## config.mk

```make
export PLATFORM = sky130hd
export DESIGN_NAME = uart_rx
export DESIGN_NICKNAME = d
export VERILOG_FILES = /design/src/rtl/uart_rx.sv
export SDC_FILE = /design/constraint.sdc
export NUM_CORES = 1
export LEC_CHECK = 0
export ABC_AREA = 0
export CAP_MARGIN = 20
export CORE_UTILIZATION = 39
export DETAILED_ROUTE_END_ITERATION = 12
export PLACE_DENSITY_LB_ADDON = 0.1
export SYNTH_ARGS = -nofsm -noshare
export SYNTH_HDL_FRONTEND = slang
export SYNTH_SLANG_ARGS = --single-unit
```

## constraint.sdc

```tcl
create_clock -name clk -period 2.55 [get_ports clk]
set_clock_uncertainty 0.2 [all_clocks]
set_input_delay 0.765 -clock clk [delete_from_list [all_inputs] [get_ports clk]]
set_output_delay 0.765 -clock clk [all_outputs]
set_load 0.05 [all_outputs]
```

## src/rtl/uart_rx.sv

```systemverilog
// 8N1 UART receiver: 2-flop input synchronizer, mid-bit sampling with a fixed
// clock divider, a small byte FIFO popped by a read strobe, and sticky
// framing/overrun error flags.
module uart_rx #(
    parameter int CLKDIV     = 434,
    parameter int DEPTH_LOG2 = 2
) (
    input  logic       clk,
    input  logic       reset,
    input  logic       rx,
    input  logic       re,
    input  logic       clr_err,
    output logic [7:0] rdata,
    output logic       rx_valid,
    output logic       frame_err,
    output logic       overrun,
    output logic       busy
);

    localparam int CW    = $clog2(CLKDIV);
    localparam int DEPTH = 1 << DEPTH_LOG2;

    localparam logic [CW-1:0] FULL_LOAD = CW'(CLKDIV - 1);
    localparam logic [CW-1:0] HALF_LOAD = CW'(CLKDIV / 2 - 1);

    typedef enum logic [1:0] {
        IDLE  = 2'd0,
        START = 2'd1,
        DATA  = 2'd2,
        STOP  = 2'd3
    } state_t;

    state_t          state_q;
    logic [CW-1:0]   cnt_q;
    logic [2:0]      bitcnt_q;
    logic [7:0]      shift_q;
    logic            busy_q;

    logic            rx_meta_q;
    logic            rxs_q;

    logic [7:0]      mem_q [DEPTH];
    logic [DEPTH_LOG2:0] wptr_q, rptr_q;
    logic [DEPTH_LOG2:0] wptr_d, rptr_d;
    logic            frame_err_q, frame_err_d;
    logic            overrun_q, overrun_d;

    logic            tick;
    logic            stop_tick;
    logic            push_req;
    logic            ferr_set;
    logic            empty;
    logic            full;
    logic            pop;
    logic            push_ok;
    logic            drop;

    // Two-flop synchronizer; presets to the idle-high line level on reset.
    always_ff @(posedge clk) begin
        if (reset) begin
            rx_meta_q <= 1'b1;
            rxs_q     <= 1'b1;
        end else begin
            rx_meta_q <= rx;
            rxs_q     <= rx_meta_q;
        end
    end

    assign tick      = (cnt_q == '0);
    assign stop_tick = (state_q == STOP) && tick;
    assign push_req  = stop_tick && rxs_q;
    assign ferr_set  = stop_tick && !rxs_q;

    // Receive FSM: start-bit qualification at half a bit, then one sample per bit.
    always_ff @(posedge clk) begin
        if (reset) begin
            state_q  <= IDLE;
            cnt_q    <= '0;
            bitcnt_q <= '0;
            busy_q   <= 1'b0;
        end else begin
            case (state_q)
                IDLE: begin
                    if (!rxs_q) begin
                        cnt_q   <= HALF_LOAD;
                        state_q <= START;
                        busy_q  <= 1'b1;
                    end
                end
                START: begin
                    if (tick) begin
                        if (rxs_q) begin
                            // Line went back high before mid start bit: a glitch.
                            state_q <= IDLE;
                            busy_q  <= 1'b0;
                        end else begin
                            cnt_q    <= FULL_LOAD;
                            bitcnt_q <= '0;
                            state_q  <= DATA;
                        end
                    end else begin
                        cnt_q <= cnt_q - 1'b1;
                    end
                end
                DATA: begin
                    if (tick) begin
                        shift_q <= {rxs_q, shift_q[7:1]};
                        cnt_q   <= FULL_LOAD;
                        if (bitcnt_q == 3'd7) begin
                            state_q <= STOP;
                        end else begin
                            bitcnt_q <= bitcnt_q + 1'b1;
                        end
                    end else begin
                        cnt_q <= cnt_q - 1'b1;
                    end
                end
                STOP: begin
                    // Leave at mid stop bit so a directly following start bit is seen.
                    if (tick) begin
                        state_q <= IDLE;
                        busy_q  <= 1'b0;
                    end else begin
                        cnt_q <= cnt_q - 1'b1;
                    end
                end
                default: begin
                    state_q <= IDLE;
                    busy_q  <= 1'b0;
                end
            endcase
        end
    end

    assign empty   = (wptr_q == rptr_q);
    assign full    = (wptr_q[DEPTH_LOG2] != rptr_q[DEPTH_LOG2]) &&
                     (wptr_q[DEPTH_LOG2-1:0] == rptr_q[DEPTH_LOG2-1:0]);
    assign pop     = re && !empty;
    // A pop in the same cycle frees the slot, so a push onto a full FIFO still lands.
    assign push_ok = push_req && (!full || pop);
    assign drop    = push_req && full && !pop;

    // Next-state for pointers and sticky flags; a set event beats clr_err.
    always_comb begin
        rptr_d      = pop     ? rptr_q + 1'b1 : rptr_q;
        wptr_d      = push_ok ? wptr_q + 1'b1 : wptr_q;
        frame_err_d = frame_err_q;
        overrun_d   = overrun_q;
        if (clr_err) begin
            frame_err_d = 1'b0;
            overrun_d   = 1'b0;
        end
        if (ferr_set) frame_err_d = 1'b1;
        if (drop)     overrun_d   = 1'b1;
    end

    // FIFO storage; data only, no reset needed.
    always_ff @(posedge clk) begin
        if (push_ok) begin
            mem_q[wptr_q[DEPTH_LOG2-1:0]] <= shift_q;
        end
    end

    // FIFO pointers and error flags.
    always_ff @(posedge clk) begin
        if (reset) begin
            wptr_q      <= '0;
            rptr_q      <= '0;
            frame_err_q <= 1'b0;
            overrun_q   <= 1'b0;
        end else begin
            wptr_q      <= wptr_d;
            rptr_q      <= rptr_d;
            frame_err_q <= frame_err_d;
            overrun_q   <= overrun_d;
        end
    end

    assign rdata     = empty ? 8'h00 : mem_q[rptr_q[DEPTH_LOG2-1:0]];
    assign rx_valid  = !empty;
    assign frame_err = frame_err_q;
    assign overrun   = overrun_q;
    assign busy      = busy_q;

endmodule

```

======== Word level (Yosys, flattened, before mapping) ========
Memories as Yosys holds them, arrays and structs flattened. A register that Yosys moved wholly into a read port is not among the register bits.
Index checks and enable logic that the tools add are counted.
storage, ports and cells
  flip-flop bits (word level) ............. 33
  memory bits (writable) .................. 32
  input bits .............................. 5
  output and inout bits ................... 12
  word-level logic and storage cells ...... 89
  memories ................................ 1
memory list
  name   words  bits a word  read ports  clocked after Yosys merged registers in  write ports  line  text
  mem_q  4      8            1           1                                        1            42    logic [7:0] mem_q [DEPTH];
operators by class
  add/sub/neg operators ................... 4
  equal/unequal tests ..................... 17
  muxes and demuxes ....................... 31
  bitwise gates (word level) .............. 1
  reductions and logical operators ........ 24
operators with widths
  kind                                                  count
  2-to-1 mux 9 bit                                      5
  case mux 9 bit (4 select lines)                       1
  inequality test 2 bit (second input constant)         9
  2-to-1 mux 2 bit                                      8
  AND reduction 5 bit                                   3
  2-to-1 mux 3 bit                                      4
  adder 3 x 1 -> 3 bit (second input constant)          3
  logical NOT 9 bit                                     1
  2-to-1 mux 1 bit                                      9
  subtractor 9 x 1 -> 9 bit (second input constant)     1
  logical AND 1 bit                                     8
  2-to-1 mux 8 bit                                      1
  case mux 2 bit (4 select lines)                       1
  case mux 3 bit (2 select lines)                       1
  AND reduction 3 bit                                   2
  nonzero test 2 bit                                    3
  equality test 2 bit (second input constant)           2
  logical NOT 1 bit                                     4
  equality test 3 bit                                   1
  equality test 3 bit (second input constant)           1
  inequality test 3 bit (second input constant)         1
  case mux 1 bit (3 select lines)                       1
  nonzero test 3 bit                                    1
  equality test 2 x 1 -> 1 bit (second input constant)  1
  other kinds (5)                                       5

======== Depth between registers and ports, before layout ========
  depth after elaboration ................. 7
  mapped depth ............................ 7
  gate-level depth less buffers ........... 6

======== Least setup slack after synthesis ========
No wires, ideal clock.
  kind .................................... register -> output
  from .................................... register with a tool-made name
  to ...................................... output rdata[0]
  arrival ................................. 1.733 ns
  data required time ...................... 1.585 ns
  setup slack ............................. -0.148 ns
  stages on the path, launching flop included .. 4
  path buffers ............................ 1
  cell sequence ........................... dfxtp_1 clkbuf_1 mux4_2 nor2b_1
RTL lines
  element           line  text
  end: declaration  13    output logic [7:0] rdata,

==> flow_metrics.env <==
export IMPL_viasPerCell=5.18
export IMPL_place_area_um2=3520
export IMPL_max_freq_ghz=0.388
export IMPL_die_area_um2=8460
export IMPL_layout_common_cells="40 x edfxtp_1, 26 x dfxtp_1, 17 x a21oi_1, 15 x inv_1, 15 x nor2_1"
export IMPL_die_w_um=92.0
export IMPL_route_antenna_remaining_nets=0
export IMPL_dr_first_iter_drc_count=80
export IMPL_outcome="finished, violations left"
export IMPL_grt_max_degree=29
export IMPL_vias=2016
export IMPL_maxSlewViolCount=0
export IMPL_path_cells="buf_12 -> mux4_2 -> nor2b_4 -> buf_6"
export IMPL_hold_viol=0
export IMPL_tightest_slew_ps=706
export IMPL_fin_crit_sh_pct=101
export IMPL_crit_path_top_delay_cell="mux4_2"
export IMPL_synthCells=254
export IMPL_comb_power_share_pct=16.5
export IMPL_slowest_delay_ps=500
export IMPL_cap_violations=0
export IMPL_min_path_type="reg -> reg"
export IMPL_fillers=698
export IMPL_power_mw=2.34
export IMPL_nets=302
export IMPL_critPathKind="reg -> out"
export IMPL_critPathArrivalTime_ps=1610
export IMPL_setup_violations_final=8
export IMPL_sequentialPowerShare_pct=50.8
export IMPL_num_rows=32
export IMPL_cts_buffers=9
export IMPL_grt_antenna_before_repair=0
export IMPL_whs_ps=217
export IMPL_wirelength_mm=6.08
export IMPL_dpl_hpwl_mm=4.27
export IMPL_io_pins=17
export IMPL_syn_avg_cell_area_um2=12.4
export IMPL_power_density_nw_per_um2=619
export IMPL_core_area_um2=7770
export IMPL_timing_slew_headroom_pct=52.7
export IMPL_cts_tree="done"
export IMPL_final_util_pct=48.7
export IMPL_drcViolationCount=0
export IMPL_cts_root_buf="clkbuf_8"
export IMPL_drt_pass1_iter_count=4
export IMPL_syn2layout_area_growth_pct=19.9
export IMPL_grt_ovfl_total=0
export IMPL_cts_buffer_depth=2
export IMPL_intPower_mw=1.66
export IMPL_fin_crit_ps=2580
export IMPL_port_buffers=16
export IMPL_place_ws_ps=-142
export IMPL_grt_pass1_vias=2068
export IMPL_swShare_pct=29.2
export IMPL_stdcell_area_um2=3790
export IMPL_clk_latency_ps=340
export IMPL_ys_ff_latch=67
export IMPL_gp_congestion=0.778
export IMPL_ys_warnings_count=0
export IMPL_layout_commonest_cell="edfxtp_1"
export IMPL_crit_path_start_kind="flop"
export IMPL_switchingPower_mw=0.683
export IMPL_worst_slack_ps=-25.9
export IMPL_worstPathRequired_ps=1590
export IMPL_start_util_pct=40.7
export IMPL_layout_drive_gt1_share_pct=27.2
export IMPL_routedWlPerCell_um=15.6
export IMPL_h_tree_depth=3
export IMPL_pwr_share_clk_pct=32.7
export IMPL_synth_area_um2=3160
export IMPL_multiInputGateArea_um2=1360
export IMPL_total_leakage_power_nw=1.37
export IMPL_synth_flop_cell="edfxtp_1"
export IMPL_grt_setup_unrepaired="yes"
export IMPL_track_usage_pct=16.1
export IMPL_ys_seq_area_share_pct=55.2
export IMPL_grt_pass1_wl_mm=10.3
export IMPL_cts_sinks=67
export IMPL_async_flop_share_pct=0
export IMPL_vdd_drop_max_v=0.000387
export IMPL_antennaDiodeCount=0
export IMPL_clk_pin_slew_ps=70
export IMPL_hold_buffers=0
export IMPL_regArea_um2=1740
export IMPL_end_kind="output port"
export IMPL_ys_types=52
export IMPL_dieHeight_um=92.0
export IMPL_path_max_fanout=8
export IMPL_synth_fp_nets=273
export IMPL_violations="setup timing"
export IMPL_synth_edff_count=40
-- routing by layer --
metal,GRT usage [%],wire [µm],up-vias
met2,26.9,3110,22
li1,-,-,1019
met5,0,0,-
met1,19.7,2720,965
met4,6.64,100,0
met3,3.98,155,10
-- path summary, 6_finish.rpt --
check            start          end  slack, ps  depth (start not counted)
min          rx_meta_q        rxs_q        220                          1
max               flop     rdata[1]        -30                          4
max reg2reg   cnt_q[0]  mem_q[0][5]        220                          5
min reg2reg  rx_meta_q        rxs_q        220                          1
-- logic make-up (layout without fill, tap and decap cells) --
kind of cell,after synthesis,after routing,share of synthesized area [%]
simple gates,74,74,14.9
fa+ha+maj,14,14,5.55
flops,67,67,55.2
xor+xnor,5,5,1.39
compound gates,56,56,12.4
mux,10,10,6.50
buf+inv,28,61,4.12
-- cells in the mapped netlist (5+ instances only) --
cell      number  share of area (%)
inv_1         15                1.8
clkbuf_1       8               0.95
or3_1          5               0.99
edfxtp_1      40                 38
nor2_1        15                1.8
nor3_1         8                1.3
a31oi_1        5               0.99
mux4_2         8                5.7
a21oi_1       17                2.7
dfxtp_1       27                 17
nor2b_1       10                2.0
nand2_1        7               0.83
ha_1          14                5.5
xor2_1         5                1.4
-- sequential cells by signal, indices dropped and copies added, names as in the netlist, named ones only --
signal,count
overrun,1
bitcnt_q,3
rx_meta_q,1
rxs_q,1
rptr_q,3
busy,1
wptr_q,3
shift_q,8
state_q,1
cnt_q,9
frame_err,1
mem_q,32
-- metrics by stage --
step / setup TNS (ps) / instances
5_1_grt: -607 / 389
4_1_cts: -348 / 389
3_3_place_gp: -2580 / 373
3_5_place_dp: -3020 / 373
6_report: -129 / 389
2_1_floorplan: 0 / 254
-- what timing repair did --
action,in CTS,in global routing
setup buffers,1,0
endpoints found under the hold margin,0,0
endpoints found under the setup margin,9,9
gates cloned,0,0
resized for setup,16,2
pin swaps,1,0
-- worst max-delay path, delay by kind of cell, from the launching register on --
kind / cells / cell delay (ps)
muxes: 1 / 500
DFF: 1 / 340
buffers and inverters: 2 / 270
and+or+nand+nor: 1 / 140
-- power by group through the flow --
stage / clock network (mW) / registers [mW] / logic [mW]
6_report: 0.766 / 1.19 / 0.387
5_1_grt: 0.837 / 1.19 / 0.434
4_1_cts: 0.791 / 1.19 / 0.389
3_5_place_dp: 0 / 1.21 / 0.386
3_3_place_gp: 0 / 1.21 / 0.388
2_1_floorplan: 0 / 1.22 / 0.303
-- cell type report --
type,count,area share (%)
clock inverter,6,1.12
tap,102,3.37
multi-input combinational,159,36.0
clock buffer,9,3.27
timing repair buffer,31,8.72
inverter,15,1.49
sequential,67,46.0
No activity file was read; power rests on OpenSTA's default activity.
